File: config.mk
export PLATFORM = sky130hd
export DESIGN_NAME = knight_sprite_locator_flat
export DESIGN_NICKNAME = d
export VERILOG_FILES = /design/src/rtl/knight_sprite_locator_pkg.sv /design/src/rtl/knight_sprite_locator_if.sv /design/src/rtl/knight_sprite_locator_anim_fsm.sv /design/src/rtl/knight_sprite_locator.sv /design/src/flat_wrapper.sv
export SDC_FILE = /design/constraint.sdc
export NUM_CORES = 1
export LEC_CHECK = 0
export ABC_AREA = 1
export BUFFER_PORTS_ARGS = -buffer_cell sky130_fd_sc_hd__buf_2
export CAP_MARGIN = 15
export CORE_ASPECT_RATIO = 1.4
export CORE_MARGIN = 1
export CORE_UTILIZATION = 32
export DETAILED_ROUTE_END_ITERATION = 12
export GPL_ROUTABILITY_DRIVEN = 0
export GPL_TIMING_DRIVEN = 0
export SYNTH_ARGS = -nofsm -noshare
export SYNTH_HDL_FRONTEND = slang
export SYNTH_HIERARCHICAL = 1
export SYNTH_SLANG_ARGS = --single-unit
File: constraint.sdc
create_clock -name vga_clk -period 6.3 [get_ports vga_clk]
set_clock_uncertainty 0.05 [all_clocks]
set_input_delay 0.63 -clock vga_clk [delete_from_list [all_inputs] [get_ports vga_clk]]
set_output_delay 0.63 -clock vga_clk [all_outputs]
set_load 0.05 [all_outputs]
File: src/rtl/knight_sprite_locator_pkg.sv
// Shared types and default sprite geometry for the knight locator.
// Optional macro: KNIGHT_MIRROR_EN (horizontal mirroring).
package knight_pkg;

  typedef enum logic [1:0] {
    STAND = 2'd0,
    WALK1 = 2'd1,
    WALK2 = 2'd2,
    WALK3 = 2'd3
  } anim_state_t;

  localparam int KNIGHT_W = 30;
  localparam int KNIGHT_H = 64;

endpackage

File: src/rtl/knight_sprite_locator_if.sv
// Pixel/position inputs and sprite address outputs of the locator.
// Optional macro: KNIGHT_MIRROR_EN (horizontal mirroring).
interface knight_sprite_locator_if #(
  parameter int ADDR_W = 11
);
  logic [9:0]        DrawX;
  logic [9:0]        DrawY;
  logic              blank;
  logic              frame_start;
  logic [9:0]        knight_x;
  logic [9:0]        knight_y;
  logic              walking;
  logic              facing_left;
  logic [ADDR_W-1:0] rom_address;
  logic              sprite_on;
  logic [1:0]        frame_idx;

  modport master (
    output DrawX, DrawY, blank, frame_start,
    output knight_x, knight_y, walking, facing_left,
    input  rom_address, sprite_on, frame_idx
  );

  modport slave (
    input  DrawX, DrawY, blank, frame_start,
    input  knight_x, knight_y, walking, facing_left,
    output rom_address, sprite_on, frame_idx
  );
endinterface

File: src/rtl/knight_sprite_locator_anim_fsm.sv
// Walk-cycle animation state machine, advanced only on frame_start.
// Optional macro: KNIGHT_MIRROR_EN (unused here).
module knight_anim_fsm
  import knight_pkg::*;
#(
  parameter int TICKS_PER_FRAME = 6
) (
  input  logic       clk_i,
  input  logic       rst_i,
  input  logic       frame_start_i,
  input  logic       walking_i,
  output logic [1:0] frame_idx_o
);

  localparam int CNT_W =
    (TICKS_PER_FRAME > 1) ? $clog2(TICKS_PER_FRAME) : 1;
  localparam logic [CNT_W-1:0] CNT_LAST =
    CNT_W'(TICKS_PER_FRAME - 1);

  anim_state_t      state_q, state_d;
  logic [CNT_W-1:0] cnt_q, cnt_d;

  // State and tick counter registers
  always_ff @(posedge clk_i) begin
    if (rst_i) begin
      state_q <= STAND;
      cnt_q   <= '0;
    end else begin
      state_q <= state_d;
      cnt_q   <= cnt_d;
    end
  end

  // Next state: hold between frame_start pulses
  always_comb begin
    state_d = state_q;
    cnt_d   = cnt_q;
    if (frame_start_i) begin
      if (!walking_i) begin
        state_d = STAND;
        cnt_d   = '0;
      end else if (state_q == STAND) begin
        state_d = WALK1;
        cnt_d   = '0;
      end else if (cnt_q == CNT_LAST) begin
        cnt_d = '0;
        unique case (state_q)
          WALK1:   state_d = WALK2;
          WALK2:   state_d = WALK3;
          default: state_d = WALK1;
        endcase
      end else begin
        cnt_d = cnt_q + 1'b1;
      end
    end
  end

  assign frame_idx_o = state_q;

endmodule

File: src/rtl/knight_sprite_locator.sv
// Per-pixel knight sprite box test and ROM addressing, 1-cycle latency.
// Optional macro: KNIGHT_MIRROR_EN (facing_left mirrors the column).
module knight_sprite_locator
  import knight_pkg::*;
#(
  parameter int SPR_W           = KNIGHT_W,
  parameter int SPR_H           = KNIGHT_H,
  parameter int ADDR_W          = 11,
  parameter int TICKS_PER_FRAME = 6
) (
  input logic                  vga_clk,
  input logic                  reset,
  knight_sprite_locator_if.slave bus
);

  logic [10:0]       x_i, y_i, kx_i, ky_i;
  logic [10:0]       dx, dy, col;
  logic              hit;
  logic [ADDR_W-1:0] addr_d, addr_q;
  logic              on_d, on_q;

  assign x_i  = {1'b0, bus.DrawX};
  assign y_i  = {1'b0, bus.DrawY};
  assign kx_i = {1'b0, bus.knight_x};
  assign ky_i = {1'b0, bus.knight_y};

  assign hit = (x_i >= kx_i) && (x_i < kx_i + 11'(SPR_W)) &&
               (y_i >= ky_i) && (y_i < ky_i + 11'(SPR_H)) &&
               bus.blank;

  assign dx = x_i - kx_i;
  assign dy = y_i - ky_i;

`ifdef KNIGHT_MIRROR_EN
  assign col = bus.facing_left ? (11'(SPR_W - 1) - dx) : dx;
`else
  logic unused_facing_left;
  assign unused_facing_left = bus.facing_left;
  assign col = dx;
`endif

  // Address multiply-add, forced to zero outside the box
  always_comb begin
    addr_d = '0;
    on_d   = 1'b0;
    if (hit) begin
      addr_d = ADDR_W'(dy) * ADDR_W'(SPR_W) + ADDR_W'(col);
      on_d   = 1'b1;
    end
  end

  // Output registers
  always_ff @(posedge vga_clk) begin
    if (reset) begin
      addr_q <= '0;
      on_q   <= 1'b0;
    end else begin
      addr_q <= addr_d;
      on_q   <= on_d;
    end
  end

  knight_anim_fsm #(
    .TICKS_PER_FRAME(TICKS_PER_FRAME)
  ) u_fsm (
    .clk_i         (vga_clk),
    .rst_i         (reset),
    .frame_start_i (bus.frame_start),
    .walking_i     (bus.walking),
    .frame_idx_o   (bus.frame_idx)
  );

  assign bus.rom_address = addr_q;
  assign bus.sprite_on   = on_q;

endmodule
File: src/flat_wrapper.sv
// flat-port wrapper written by rule: the top's interface ports become plain ports
module knight_sprite_locator_flat import knight_pkg::*;
#(
  parameter int SPR_W           = KNIGHT_W,
  parameter int SPR_H           = KNIGHT_H,
  parameter int ADDR_W          = 11,
  parameter int TICKS_PER_FRAME = 6
)
  (vga_clk, reset, bus_DrawX, bus_DrawY, bus_blank, bus_frame_start, bus_knight_x, bus_knight_y, bus_walking, bus_facing_left, bus_rom_address, bus_sprite_on, bus_frame_idx);
  knight_sprite_locator_if #(.ADDR_W(ADDR_W)) bus_i ();
  input logic vga_clk;
  input logic reset;
  input wire logic [$bits(bus_i.DrawX)-1:0] bus_DrawX;
  input wire logic [$bits(bus_i.DrawY)-1:0] bus_DrawY;
  input wire logic [$bits(bus_i.blank)-1:0] bus_blank;
  input wire logic [$bits(bus_i.frame_start)-1:0] bus_frame_start;
  input wire logic [$bits(bus_i.knight_x)-1:0] bus_knight_x;
  input wire logic [$bits(bus_i.knight_y)-1:0] bus_knight_y;
  input wire logic [$bits(bus_i.walking)-1:0] bus_walking;
  input wire logic [$bits(bus_i.facing_left)-1:0] bus_facing_left;
  output wire logic [$bits(bus_i.rom_address)-1:0] bus_rom_address;
  output wire logic [$bits(bus_i.sprite_on)-1:0] bus_sprite_on;
  output wire logic [$bits(bus_i.frame_idx)-1:0] bus_frame_idx;
  assign bus_i.DrawX = bus_DrawX;
  assign bus_i.DrawY = bus_DrawY;
  assign bus_i.blank = bus_blank;
  assign bus_i.frame_start = bus_frame_start;
  assign bus_i.knight_x = bus_knight_x;
  assign bus_i.knight_y = bus_knight_y;
  assign bus_i.walking = bus_walking;
  assign bus_i.facing_left = bus_facing_left;
  assign bus_rom_address = bus_i.rom_address;
  assign bus_sprite_on = bus_i.sprite_on;
  assign bus_frame_idx = bus_i.frame_idx;
  knight_sprite_locator #(.SPR_W(SPR_W), .SPR_H(SPR_H), .ADDR_W(ADDR_W), .TICKS_PER_FRAME(TICKS_PER_FRAME)) u_core (.vga_clk(vga_clk), .reset(reset), .bus(bus_i));
endmodule
# Word-level counts from Yosys, hierarchy flattened
# Index checks and enable logic that the tools add are counted.
dict set report word_totals {
  ff_bits 17
  inputBits 46
  out_inout_bits 14
  wordCells 35
}
dict set report op_classes {
  multipliers 1
  n_eq_ne 4
  bitwise_logic 1
  muxes 8
  n_reduce_logical 7
  add_sub_neg 6
  magnitude_cmp 4
}
# op n
set op_table {}
lappend op_table {{10-bit by 11-bit < comparator with 1-bit output} 2}
lappend op_table {{10-bit by 10-bit subtractor with 11-bit output} 2}
lappend op_table {{10-bit >= comparator} 2}
lappend op_table {{10-bit by 5-bit adder with 11-bit output, second input constant} 1}
lappend op_table {{10-bit by 7-bit adder with 11-bit output, second input constant} 1}
lappend op_table {{11-bit adder} 1}
lappend op_table {{11-bit by 4-bit multiplier with 10-bit output, second input constant} 1}
lappend op_table {{3-bit two-way mux} 3}
lappend op_table {{2-bit two-way mux} 3}
lappend op_table {{1-bit logical AND} 4}
lappend op_table {{2-bit one-hot mux with 2 select lines} 1}
lappend op_table {{3-bit by 1-bit adder with 3-bit output, second input constant} 1}
lappend op_table {{3-bit equality test, second input constant} 1}
lappend op_table {{3-bit by 1-bit inequality test with 1-bit output, second input constant} 1}
lappend op_table {{2-bit by 1-bit equality test with 1-bit output, second input constant} 1}
lappend op_table {{2-bit equality test, second input constant} 1}
lappend op_table {{2-bit zero test} 1}
lappend op_table {{2-bit AND reduction} 1}
lappend op_table {{2-bit OR reduction} 1}
lappend op_table {{1-bit two-way mux} 1}
lappend op_table {{1-bit inverter} 1}

# Logic depth before layout (Yosys ltp)
dict set report depth {
  depth_word 8
  depth_mapped 30
  mapped_depth_nobuf 30
}

# By module
# The synthesis kept the hierarchy.
# mod area_each_um2 cells_per_inst seq_area_each_um2 n_inst
set by_module_without_submodules {}
lappend by_module_without_submodules {knight_sprite_locator 3044.2 426 240.2 1}
lappend by_module_without_submodules {knight_anim_fsm 262.8 39 100.1 1}

# Worst setup path after synthesis
# No wires, ideal clock.
dict set report synth_timing {
  path_kind {in2reg}
  from {in bus_DrawY[0]}
  to {reg u_core.addr_q[10], in the netlist u_core/bus.rom_address[10]}
  path_stages 26
  setup_ns 0.066
  setup_slack_ns 0.856
  n_path_buf 0
  arrival_time_ns 5.328
  required_time_ns 6.184
  cell_sequence {inv_1 ha_1 inv_1 fa_1 xor2_1 inv_1 fa_1 inv_1 fa_1 inv_1 fa_1 o21ai_0 a21oi_1 nor2_1 nor2_1 xnor2_1 fa_1 ha_1 nand2_1 nor3_1 nand2_1 o211ai_1 a31oi_1 inv_1 nand3_2 a21oi_2}
}
dict set report synth_between {
  elab_chain_len 6
  word_cells_on_any_way 10
  cone_classes {add/sub (2); mul (1); order compare (2); bitwise (1); reduce/logical (4)}
}
# element line_no
set synth_lines {}
lappend synth_lines {{from (decl)} flat_wrapper.sv:14} ;# input wire logic [$bits(bus_i.DrawY)-1:0] bus_DrawY;
lappend synth_lines {{parallel branches: the longest is 6 deep, another holds 10-bit by 10-bit subtractor with 11-bit output} --}
lappend synth_lines {{to (signal assigned)} knight_sprite_locator.sv:58} ;# addr_q <= addr_d;
lappend synth_lines {{to (decl)} knight_sprite_locator.sv:19} ;# logic [ADDR_W-1:0] addr_d, addr_q;
# Several ways; the timed one is not identified.
# A chain may end at the register's enable or synchronous reset.

# Worst setup path after layout
# Ends and elaborated chain as after synthesis.

==> summary.md <==
| Metric | Value |
|---|---|
| Simple-gate share of the synthesized area | between 20% and 30% |
| Die W | 87.9 um |
| CORE AREA | around 10000 um^2 |
| Adder-Cell Fraction of Synth Area | 33.3% |
| Clock Pin Slew Worst Setup and Hold Paths | roughly 0.050 ns |
| Pleak | about 2.2 nW |
| Post-Syn Area | 3310 um^2 |
| TNS Setup | 0 ns |
| DRT Pass-1 Iters | 6 |
| Mux share of post-synthesis cell area | 0% |
| Die ar. | around 11000 um^2 |
| Placement Rows | 43 |
| Share of the yosys chip area belonging to registers | 10.3% |
| CTS tree | yes |
| Overall power | between 2 and 2.5 mW |
| Grt ovf | 0 |
| Sink Count | 17 |
| Initial DRC count | 50 |
| Pwr/cell area | slightly below 600 nW/um^2 |
| Hold wc startpoint | u_core/u_fsm/cnt_q[2]$_SDFFE_PP0P_ |
| Initial antenna violation count | 0 |
| Layout Nets | 650 |
| Most common cell after layout, fill and taps aside | inv_1 |
| Number of global-route vias before repair | 3097 |
| Outcome | complete, no violations |
| Initial Utilization | between 30% and 40% |
| Post-synth cell types | 33 |
| Via count | a little under 3k |
| Worst setup EP type | flip-flop |
| Post-DP HPWL | 6.26 mm |
| Residual DRC count | 0 |
| Mapped Cells | around 470 |
| # hold bufs at CTS | 0 |
| Min Tclk post-route | between 5 and 6 ns |
| CTS Root Cell | clkbuf_16 |
| Port Buf Inserts | 58 |
| Area share of xor/xnor cells in the synthesized design | under 10% |
| Share of cells above drive strength 1 | between 15 and 20% |
| Worst path arrival time | roughly 5.9 ns |
| R2r setup slk | slightly above 5 ns |
| DRT antenna net count | 0 |
| IO Pins | 60 |
| Setup Viol. Count Final | 0 |
| Max-Cap Viols | 0 |
| Critical path class | in2reg |
| Htree depth | 1 |
| Most frequent cells in the layout | 108 x inv_1, 68 x nand2_1, 58 x buf_2 |
| Maximum number of pins on one net before global-route repair | 11 |
| Clock Latency Late Sink | 0.24 ns |
| Synth warnings | 6 |
| CP required | approximately 6.4 ns |
| CP startpoint | bus_DrawY[0] |
| Worst-margin pin slew | approximately 0.47 ns |
| Die height | ~120 um |
| Slew HR | between 60 and 70% |
| Gr usage total | between 10% and 20% |
| Period utilisation layout | 91.4% |
| Synthesized area per cell | roughly 7.1 um^2 |
| HP Class | reg2reg |
| Compound-Gate Fraction of Synth Area | 11.1% |
| Clock Tree Buf Depth | 2 |
| Design area | approximately 3900 um^2 |
| Syn_nets | a little under 600 |
| Final Max Tran Viols | 0 |
| Peak VDD IR | 280 uV |
| Num CTS Buffers | 3 |
| Critical Path Source Type | input port |
| Final Hold Viols | 0 |
| Max Fclk | between 0.15 and 0.2 GHz |
| RSZ-0062 raised after global routing | no |
| Area after DPL | between 3000 and 4000 um^2 |
| Vias per cell | about 4.5 |
| Total routed wirelength | ~6.9 mm |
| First-pass GRT wire length | about 12 mm |
| WL/cell | 10.4 um |
| Critical path fanouts, max | 6 |
| #FFs+latches synth | 17 |
| Inserted Diodes | 0 |
| Fillcell total | 1074 |
| Area grow syn2layout | 16.5% |
| Largest family of logic cells by synthesized area | adder cells |
| RR Startpoint | u_core/u_fsm/frame_idx_o[0]$_SDFFE_PP0P_ |
routing by layer:
layer	wire length, um	track usage (%)
met2	3680	28.7
met3	220	0.672
met5	0	0
met1	2890	15.9
met4	127	4.41
cells by family after synthesis:
| kind of cell | after synthesis |
|---|---|
| flops | 17 |
| fa+ha+maj | 76 |
| buf+inv | 110 |
| simple gates | 171 |
| xor+xnor | 29 |
| compound gates | 62 |
power breakdown:
group          switching, mW  internal, mW  total, mW
Clock                 0.0401        0.0848      0.125
Sequential           0.00262         0.115      0.118
Combinational           1.22         0.797       2.02
Total                   1.26         0.997       2.26
registers in the layout, indices dropped and copies added (netlist names):
signal,count
u_core/bus.sprite_on,1
u_core/u_fsm/cnt_q,3
u_core/u_fsm/frame_idx_o,2
u_core/bus.rom_address,11
stage by stage:
stage | utilization, % | std cells | hold slack (ns) | setup WS (ns)
2_1_floorplan | - | 465 | 0.382 | 0.856
3_3_place_gp | 37.8 | 658 | 0.407 | 0.324
3_5_place_dp | 37.8 | 658 | 0.412 | 0.179
4_1_cts | 38.6 | 662 | 0.424 | 0.425
5_1_grt | 38.7 | 662 | 0.442 | 0.170
6_report | 38.7 | 662 | 0.417 | 0.541
cell usage after synthesis, drive strengths merged:
cell type  count  area (um^2)
a211oi         1         7.51
inv          109          409
nand2         85          362
a31oi          2         12.5
a21oi         36          203
nor4           1         6.26
nand3         27          155
fa            20          400
nand3b         2         27.5
nor3           8         55.1
ha            56          701
xnor2          6         52.6
dfxtp         17          340
o2111ai        2         17.5
o21ai         12         60.1
o211ai         3         22.5
buf            1         11.3
nand4          4         25.0
a21o           2         15.0
xor2          23          209
nor2          41          166
or2            3         18.8
o21bai         4         30.0
what timing repair did:
item	CTS	global route
endpoints found under the setup margin	0	1
resized for setup	0	1
setup buffers	0	0
worst paths after layout:
check | cells after the start | to
worst min-delay path | 2 | u_core/u_fsm/cnt_q[2]$_SDFFE_PP0P_
worst min register to register | 2 | u_core/u_fsm/cnt_q[2]$_SDFFE_PP0P_
worst max-delay path | 27 | u_core/bus.rom_address[10]$_SDFF_PP0_
worst max register to register | 8 | u_core/u_fsm/frame_idx_o[0]$_SDFFE_PP0P_
critical path: stages:
cell and delay, ns:
buf_2 0.09, inv_1 0.04, ha_1 0.13, inv_1 0.07, fa_1 0.43, xor2_2 0.35, inv_1 0.11, fa_1 0.51
inv_1 0.06, fa_1 0.50, inv_1 0.06, fa_1 0.43, o21ai_0 0.32, a21oi_1 0.12, nor2_1 0.10, nor2_1 0.06
xnor2_1 0.19, fa_1 0.45, ha_1 0.33, nand2_1 0.08, nor3_1 0.23, nand2_1 0.10, o211ai_1 0.10, a31oi_1 0.08
inv_1 0.09, nand3_2 0.07, a21oi_2 0.12
area by class of cell:
cell class,count,area [um^2],share of cell area [%]
multi-input combinational,338,2550,66.3
inverter,109,409,10.6
sequential,17,340,8.83
timing repair buffer,58,290,7.53
tap,135,169,4.38
clock buffer,3,75.1,1.95
buffer,1,11.3,0.292
clock inverter,1,5.00,0.130
Power figures use the tool's default switching activity.
